`config.mk`:
```
export PLATFORM = sky130hd
export DESIGN_NAME = rd_decoder_8b10b
export DESIGN_NICKNAME = d
export VERILOG_FILES = /design/src/rtl/rd_decoder_8b10b.sv
export SDC_FILE = /design/constraint.sdc
export NUM_CORES = 1
export LEC_CHECK = 0
export CORE_UTILIZATION = 61
export DETAILED_ROUTE_END_ITERATION = 8
export GPL_ROUTABILITY_DRIVEN = 0
export PLACE_DENSITY = 0.95
export SYNTH_ARGS = -nofsm -noshare
export SYNTH_HDL_FRONTEND = slang
export SYNTH_SLANG_ARGS = --single-unit
```
`constraint.sdc`:
```
create_clock -name clk -period 3.95 [get_ports clk]
set_clock_uncertainty 0.05 [all_clocks]
set_input_delay 0.9875 -clock clk [delete_from_list [all_inputs] [get_ports clk]]
set_output_delay 0.9875 -clock clk [all_outputs]
set_load 0.05 [all_outputs]
```
`src/rtl/rd_decoder_8b10b.sv`:
```
// 8b/10b receive decoder: 10-bit code group in, byte + K flag out, with
// independent running-disparity tracking and code/disparity error flags.
module rd_decoder_8b10b #(
    parameter int WIDTH  = 10,
    parameter int DWIDTH = 8
) (
    input  logic              clk,
    input  logic              reset,
    input  logic              startin,
    input  logic              pushin,
    input  logic [WIDTH-1:0]  datain,
    output logic              pushout,
    output logic [DWIDTH-1:0] dataout,
    output logic              kout,
    output logic              codeErr,
    output logic              dispErr,
    output logic              RDout
);

    typedef enum logic {RD_NEG = 1'b0, RD_POS = 1'b1} rd_state_t;

    rd_state_t rd_reg, rd_next, rd_in, rd_mid, rd_word;

    logic [5:0] sb6;
    logic [3:0] sb4, sb4_norm;
    logic [4:0] x5;
    logic [2:0] y3;
    logic [2:0] ones6, ones4;
    logic [3:0] ones_total;
    logic       v6, v4, k28, a7, xk7, xa7;
    logic       err6, err4, code_err, k_flag;

    always_comb begin
        sb6 = datain[9:4];
        sb4 = datain[3:0];
        v6  = 1'b1;
        k28 = 1'b0;
        x5  = 5'd0;
        case (sb6)
            6'b100111, 6'b011000: x5 = 5'd0;
            6'b011101, 6'b100010: x5 = 5'd1;
            6'b101101, 6'b010010: x5 = 5'd2;
            6'b110001:            x5 = 5'd3;
            6'b110101, 6'b001010: x5 = 5'd4;
            6'b101001:            x5 = 5'd5;
            6'b011001:            x5 = 5'd6;
            6'b111000, 6'b000111: x5 = 5'd7;
            6'b111001, 6'b000110: x5 = 5'd8;
            6'b100101:            x5 = 5'd9;
            6'b010101:            x5 = 5'd10;
            6'b110100:            x5 = 5'd11;
            6'b001101:            x5 = 5'd12;
            6'b101100:            x5 = 5'd13;
            6'b011100:            x5 = 5'd14;
            6'b010111, 6'b101000: x5 = 5'd15;
            6'b011011, 6'b100100: x5 = 5'd16;
            6'b100011:            x5 = 5'd17;
            6'b010011:            x5 = 5'd18;
            6'b110010:            x5 = 5'd19;
            6'b001011:            x5 = 5'd20;
            6'b101010:            x5 = 5'd21;
            6'b011010:            x5 = 5'd22;
            6'b111010, 6'b000101: x5 = 5'd23;
            6'b110011, 6'b001100: x5 = 5'd24;
            6'b100110:            x5 = 5'd25;
            6'b010110:            x5 = 5'd26;
            6'b110110, 6'b001001: x5 = 5'd27;
            6'b001110:            x5 = 5'd28;
            6'b101110, 6'b010001: x5 = 5'd29;
            6'b011110, 6'b100001: x5 = 5'd30;
            6'b101011, 6'b010100: x5 = 5'd31;
            6'b001111, 6'b110000: begin x5 = 5'd28; k28 = 1'b1; end
            default:              v6 = 1'b0;
        endcase

        // The RD+ form of K28 carries the bit-inverted 4b sub-block.
        sb4_norm = (sb6 == 6'b110000) ? ~sb4 : sb4;
        v4 = 1'b1;
        a7 = 1'b0;
        y3 = 3'd0;
        case (sb4_norm)
            4'b1011, 4'b0100: y3 = 3'd0;
            4'b1001:          y3 = 3'd1;
            4'b0101:          y3 = 3'd2;
            4'b1100, 4'b0011: y3 = 3'd3;
            4'b1101, 4'b0010: y3 = 3'd4;
            4'b1010:          y3 = 3'd5;
            4'b0110:          y3 = 3'd6;
            4'b1110, 4'b0001: y3 = 3'd7;
            4'b0111, 4'b1000: begin y3 = 3'd7; a7 = 1'b1; end
            default:          v4 = 1'b0;
        endcase

        xk7 = (x5 == 5'd23) || (x5 == 5'd27) || (x5 == 5'd29) || (x5 == 5'd30);
        xa7 = (x5 == 5'd17) || (x5 == 5'd18) || (x5 == 5'd20) ||
              (x5 == 5'd11) || (x5 == 5'd13) || (x5 == 5'd14);

        ones6      = 3'($countones(sb6));
        ones4      = 3'($countones(sb4));
        ones_total = {1'b0, ones6} + {1'b0, ones4};

        code_err = !v6 || !v4 ||
                   (ones6 < 3'd2) || (ones6 > 3'd4) ||
                   (ones4 == 3'd0) || (ones4 == 3'd4) ||
                   (ones_total < 4'd4) || (ones_total > 4'd6) ||
                   (a7 && !k28 && !xk7 && !xa7);
        k_flag = k28 || (xk7 && a7);

        rd_in = startin ? RD_NEG : rd_reg;

        err6   = 1'b0;
        rd_mid = rd_in;
        if (ones6 == 3'd4) begin
            err6   = (rd_in == RD_POS);
            rd_mid = RD_POS;
        end else if (ones6 == 3'd2) begin
            err6   = (rd_in == RD_NEG);
            rd_mid = RD_NEG;
        end else if (sb6 == 6'b000111) begin
            err6   = (rd_in == RD_NEG);
            rd_mid = RD_POS;
        end else if (sb6 == 6'b111000) begin
            err6   = (rd_in == RD_POS);
            rd_mid = RD_NEG;
        end

        err4    = 1'b0;
        rd_word = rd_mid;
        if (ones4 == 3'd3) begin
            err4    = (rd_mid == RD_POS);
            rd_word = RD_POS;
        end else if (ones4 == 3'd1) begin
            err4    = (rd_mid == RD_NEG);
            rd_word = RD_NEG;
        end else if (sb4 == 4'b0011) begin
            err4    = (rd_mid == RD_NEG);
            rd_word = RD_POS;
        end else if (sb4 == 4'b1100) begin
            err4    = (rd_mid == RD_POS);
            rd_word = RD_NEG;
        end

        rd_next = rd_in;
        if (pushin && !code_err) begin
            rd_next = rd_word;
        end
    end

    always_ff @(posedge clk or negedge reset) begin
        if (!reset) begin
            rd_reg  <= RD_NEG;
            pushout <= 1'b0;
            dataout <= '0;
            kout    <= 1'b0;
            codeErr <= 1'b0;
            dispErr <= 1'b0;
        end else begin
            rd_reg  <= rd_next;
            pushout <= pushin;
            if (pushin) begin
                dataout <= code_err ? '0 : DWIDTH'({y3, x5});
                kout    <= !code_err && k_flag;
                codeErr <= code_err;
                dispErr <= !code_err && (err6 || err4);
            end
        end
    end

    assign RDout = rd_reg;

endmodule
```
Word-level counts from Yosys, hierarchy flattened
Cells that the tools add are included.
Widths: inputs -> output; s select.
Word-level totals
  flip-flop bits (word level): 13
  bits in latches: 0
  bits in writable memories: 0
  ROM bits: 0
  bits of input ports: 14
  output and inout port bits: 13
  word-level logic and storage cells: 180
  memories: 0
Cells by class
  add/subtract/negate cells: 9
  multipliers: 0
  div/mod/pow operators: 0
  order comparisons: 4
  equal/unequal tests: 79
  shifts and indexed selects: 0
  mux-type cells: 26
  bitwise operators: 3
  reductions and logical operators: 53
Operators by type and width (number)
  $pmux 5 s31: 1
  $eq 6x6->1 const B: 24
  $eq 6x5->1 const B: 14
  $reduce_or 48->1: 1
  $eq 6x4->1 const B: 7
  $eq 5x5->1 const B: 7
  $reduce_or 2->1: 17
  $eq 4x4->1 const B: 8
  $mux 1: 22
  $pmux 3 s7: 1
  $eq 6x3->1 const B: 3
  $logic_or 1x1->1: 18
  $eq 4x3->1 const B: 4
  $eq 5x4->1 const B: 3
  $reduce_or 14->1: 1
  $eq 4x2->1 const B: 3
  $add 1x1->2: 5
  $mux 8: 1
  $logic_and 1x1->1: 7
  $add 2x2->3: 2
  $eq 3x2->1 const B: 2
  $eq 3x3->1 const B: 2
  $logic_not 1->1: 6
  $add 3x3->4: 1
  13 further kinds: 14

Logic depth before layout (Yosys ltp)
  word-level depth: 17
  mapped depth: 14
  mapped depth without buffers: 13

Worst setup path after synthesis
Ideal clock, no wire load.
  kind: input -> register
  start: input port datain[4]
  end: register rd_reg, in the netlist RDout
  setup time: 125 ps
  arrival time: 4614 ps
  path slack: -839 ps
  stages: 12
  path through: fa_1 inv_1 fa_1 inv_1 ha_1 fa_1 fa_1 a2111oi_0 a21oi_1 a2111oi_0 o211ai_2 mux2_4
Between the ends
  word-level cells in the longest chain between the ends: 17
  elaborated cells on any way between the ends: 141
RTL lines
  from (decl): line 11  | input logic [WIDTH-1:0] datain,
  branches (longest 16 deep; another with $add 3x3->4)
  $mux 1 (*): line 144  | if (pushin && !code_err) begin
  via rd_next: line 22  | rd_state_t rd_reg, rd_next, rd_in, rd_mid, rd_word;
  to (signal assigned): line 158  | rd_reg <= rd_next;
  to (decl): line 22
Mark *: on every way through the listed nets, which the timed path passes.
A chain may end at the register's enable or synchronous reset.

Worst setup path in the final report
  start: input port datain[5]
  end: register rd_reg, in the netlist RDout
Same word-level chain as after synthesis.

==> results.md <==
* M1 WL at 2.59 mm
* Congestion Overflow GR at 0
* Port-buffer cells at 26
* All-layer global routing usage at 0.394
* R2R Path End: dispErr
* CP endpoint kind: flop
* Initial Utilization at 0.639
* Residual DRC at 0
* DRT antenna net count at 0
* Post-synthesis register bit count at 13
* Main synth FF type: dfrtp_1
* CP Launch Type: primary input
* Worst Slack Setup Final at -0.515 ns
* Unrepaired setup endpoints after global routing: yes
* Die Width at 61.1 um
* Core box area at 3340 sq um
* Area Growth Syn to Fin at 31.4%
* Nets at 348
* Mapped cell area at 2130 sq um
* Fillcell total at 176
* Critical Path RT at 4.07 ns
* Pins Over Slew Limit at 0
* Largest net degree at the start of global routing at 29
* Critical path class: primary input to flop
* Ant diodes at 0
* Slowest cell on crit path: fa_2
* Pleak at 1.13 nW
* Via-to-Cell Ratio at 6.56
* Tot Pwr at 722 uW
* Number of flops mapped to enable cells by yosys at 0
* 1st-iter DRT viols at 359
* Final Setup Violations at 12
* Ports at 27
* Util after Layout at 0.840
* Max Clk Rate at 224 MHz
* Worst skew pair latency at 0.28 ns
* Root buffer cell: clkbuf_4
* Sinks on Clock Net at 13
* Worst IR drop on VDD at 0.228 mV
* CP max stage delay at 0.58 ns
* Netlist cell types at 64
* Drt wl/cell at 19.4 um
* Syn Inst Count at 255
* Most frequent cells in the layout: 47 x buf_4, 23 x clkdlybuf4s50_1, 21 x inv_1, 19 x nand2_1
* CTS tree: done
* Tightest Pin Transition at 0.631 ns
* Yosys synthesis warning count at 0
* H-tree lvl count at 1
* Post-Syn Nets at 286
* R2R setup slack at 1.79 ns
* CTS buffer count at 3
* Share of layout cells above drive strength 1 at 0.323
* Metal2 WL at 3.50 mm
* Worst setup endpoint: RDout
* DRT Pass-1 Iters at 6
* Routed via count at 2376
* First-pass GRT wire length at 11.0 mm
* Slew HR at 0.578
* Asr flop ratio synth at 1.00
* Total Routed Length at 7.04 mm
* Period utilization at 1.13
* Mean area per synthesized cell at 8.36 sq um
* Register area share after synthesis at 0.153
* CP Max Fanout at 2
* Top Layer Used: met4
* Crit-path cells: buf_8, fa_1, inv_1, fa_1, inv_1, ha_2, fa_2, buf_6, ha_4, a2111oi_4, a21oi_2, a2111oi_4, o211ai_2, mux2_4
* Most common cell after layout, fill and taps aside: buf_4
* Failing checks: negative setup slack
* Rows at 21
* Reg2reg path depth at 8
* Worst-path clk slew at 0.10 ns
* Crit path from: datain[5]
* Vias in the first global route at 2340
* Die area at 3740 sq um
* Die extent in y at 61.1 um
* CTS Buffer Depth at 2
* Class of the worst hold path: flop to flop
* WL met3 at 563 um
* P per Cell Area at 258 nW/um^2
* Max Cap Violations at 0
* Fin crit period at 4.47 ns
* Antenna violations before repair at 0
* Status: complete, but fails checks
* Post-DP HPWL at 4.62 mm
* Final hold violations at 0
* Data arrival time of the worst path at 4.59 ns
* R2R Path Start: RDout
final cells by class:
type	instances	area, sq um	area share
Clock buffer	4	26.3	0.00938
Inverter	23	86.3	0.0308
Timing Repair Buffer	75	637	0.227
Tap cell	46	57.6	0.0205
Multi-Input combinational cell	201	1670	0.596
Sequential cell	13	325	0.116
state kept, by name, summed over array words and instances, names as in the netlist:
register  count
codeErr       1
dataout       8
RDout         1
dispErr       1
pushout       1
kout          1
through the flow:
step                setup TNS (ns)  instances  hold WS, ns  cell area [sq um]  worst slack (ns)
global route                 -6.76        362        0.479               2800            -0.633
finish                       -5.26        362        0.472               2800            -0.515
global placement            -11.01        354        0.434               2700            -0.998
CTS                          -4.23        360        0.484               2740            -0.435
detailed placement          -12.03        354        0.473               2700             -1.08
floorplan                    -4.48        255        0.642               2180            -0.485
worst min-delay path by stage:
| stage | startpoint | endpoint | slack, ns | depth (start not counted) |
|---|---|---|---|---|
| detailed placement | codeErr | codeErr | 0.47 | 1 |
| finish | dataout[4] | dataout[4] | 0.47 | 2 |
| floorplan | reset | RDout | 0.64 | 0 |
| CTS | dataout[4] | dataout[4] | 0.48 | 2 |
| global route | dataout[4] | dataout[4] | 0.48 | 2 |
| global placement | codeErr | codeErr | 0.43 | 1 |
synth_stat cells (all sizes together) (3+ instances only):
master	n	share of area
dfrtp	13	0.15
o21ai	13	0.031
nand4	4	0.015
nor3	5	0.014
a211oi	7	0.027
fa	5	0.047
a21oi	20	0.050
clkbuf	5	0.0088
ha	12	0.070
inv	23	0.040
nand3b	11	0.040
o22ai	16	0.083
nor2b	8	0.025
mux2i	5	0.023
nand3	7	0.019
a2111oi	3	0.015
and4	3	0.012
buf	13	0.055
o32ai	3	0.016
nand2	19	0.033
nand2b	9	0.026
nor2	17	0.031
worst max-delay path, delay by kind of cell:
family          cells  cell delay [ns]
compound gates      4             0.98
fa+ha+maj           5             1.96
buf+inv             4             0.33
mux                 1             0.34
where the power goes:
group | switching, mW | total (mW) | internal, mW
combinational | 0.268 | 0.489 | 0.222
clock | 0.0473 | 0.0864 | 0.0391
sequential | 0.00529 | 0.146 | 0.141
metal layers:
| metal | GRT usage | vias up |
|---|---|---|
| li1 | - | 1067 |
| met1 | 0.479 | 1084 |
| met2 | 0.657 | 175 |
| met3 | 0.0777 | 50 |
| met4 | 0.208 | 0 |
| met5 | 0 | - |
timing repair:
| item | CTS | global route |
|---|---|---|
| cloned | 0 | 0 |
| resized for setup | 15 | 10 |
| setup buffers | 2 | 3 |
| pin swaps | 7 | 8 |
| setup endpoints to repair | 12 | 12 |
| hold buffers | 0 | 0 |
kinds of logic (layout without fill, tap and decap cells):
kind of cell	Yosys count	in the layout	share of synthesized area
buf+inv	41	102	0.104
compound gates	79	79	0.298
simple gates	96	96	0.278
xor+xnor	2	2	0.0117
flops	13	13	0.153
fa+ha+maj	17	17	0.117
mux	7	7	0.0376
No activity file was read; power rests on OpenSTA's default activity.
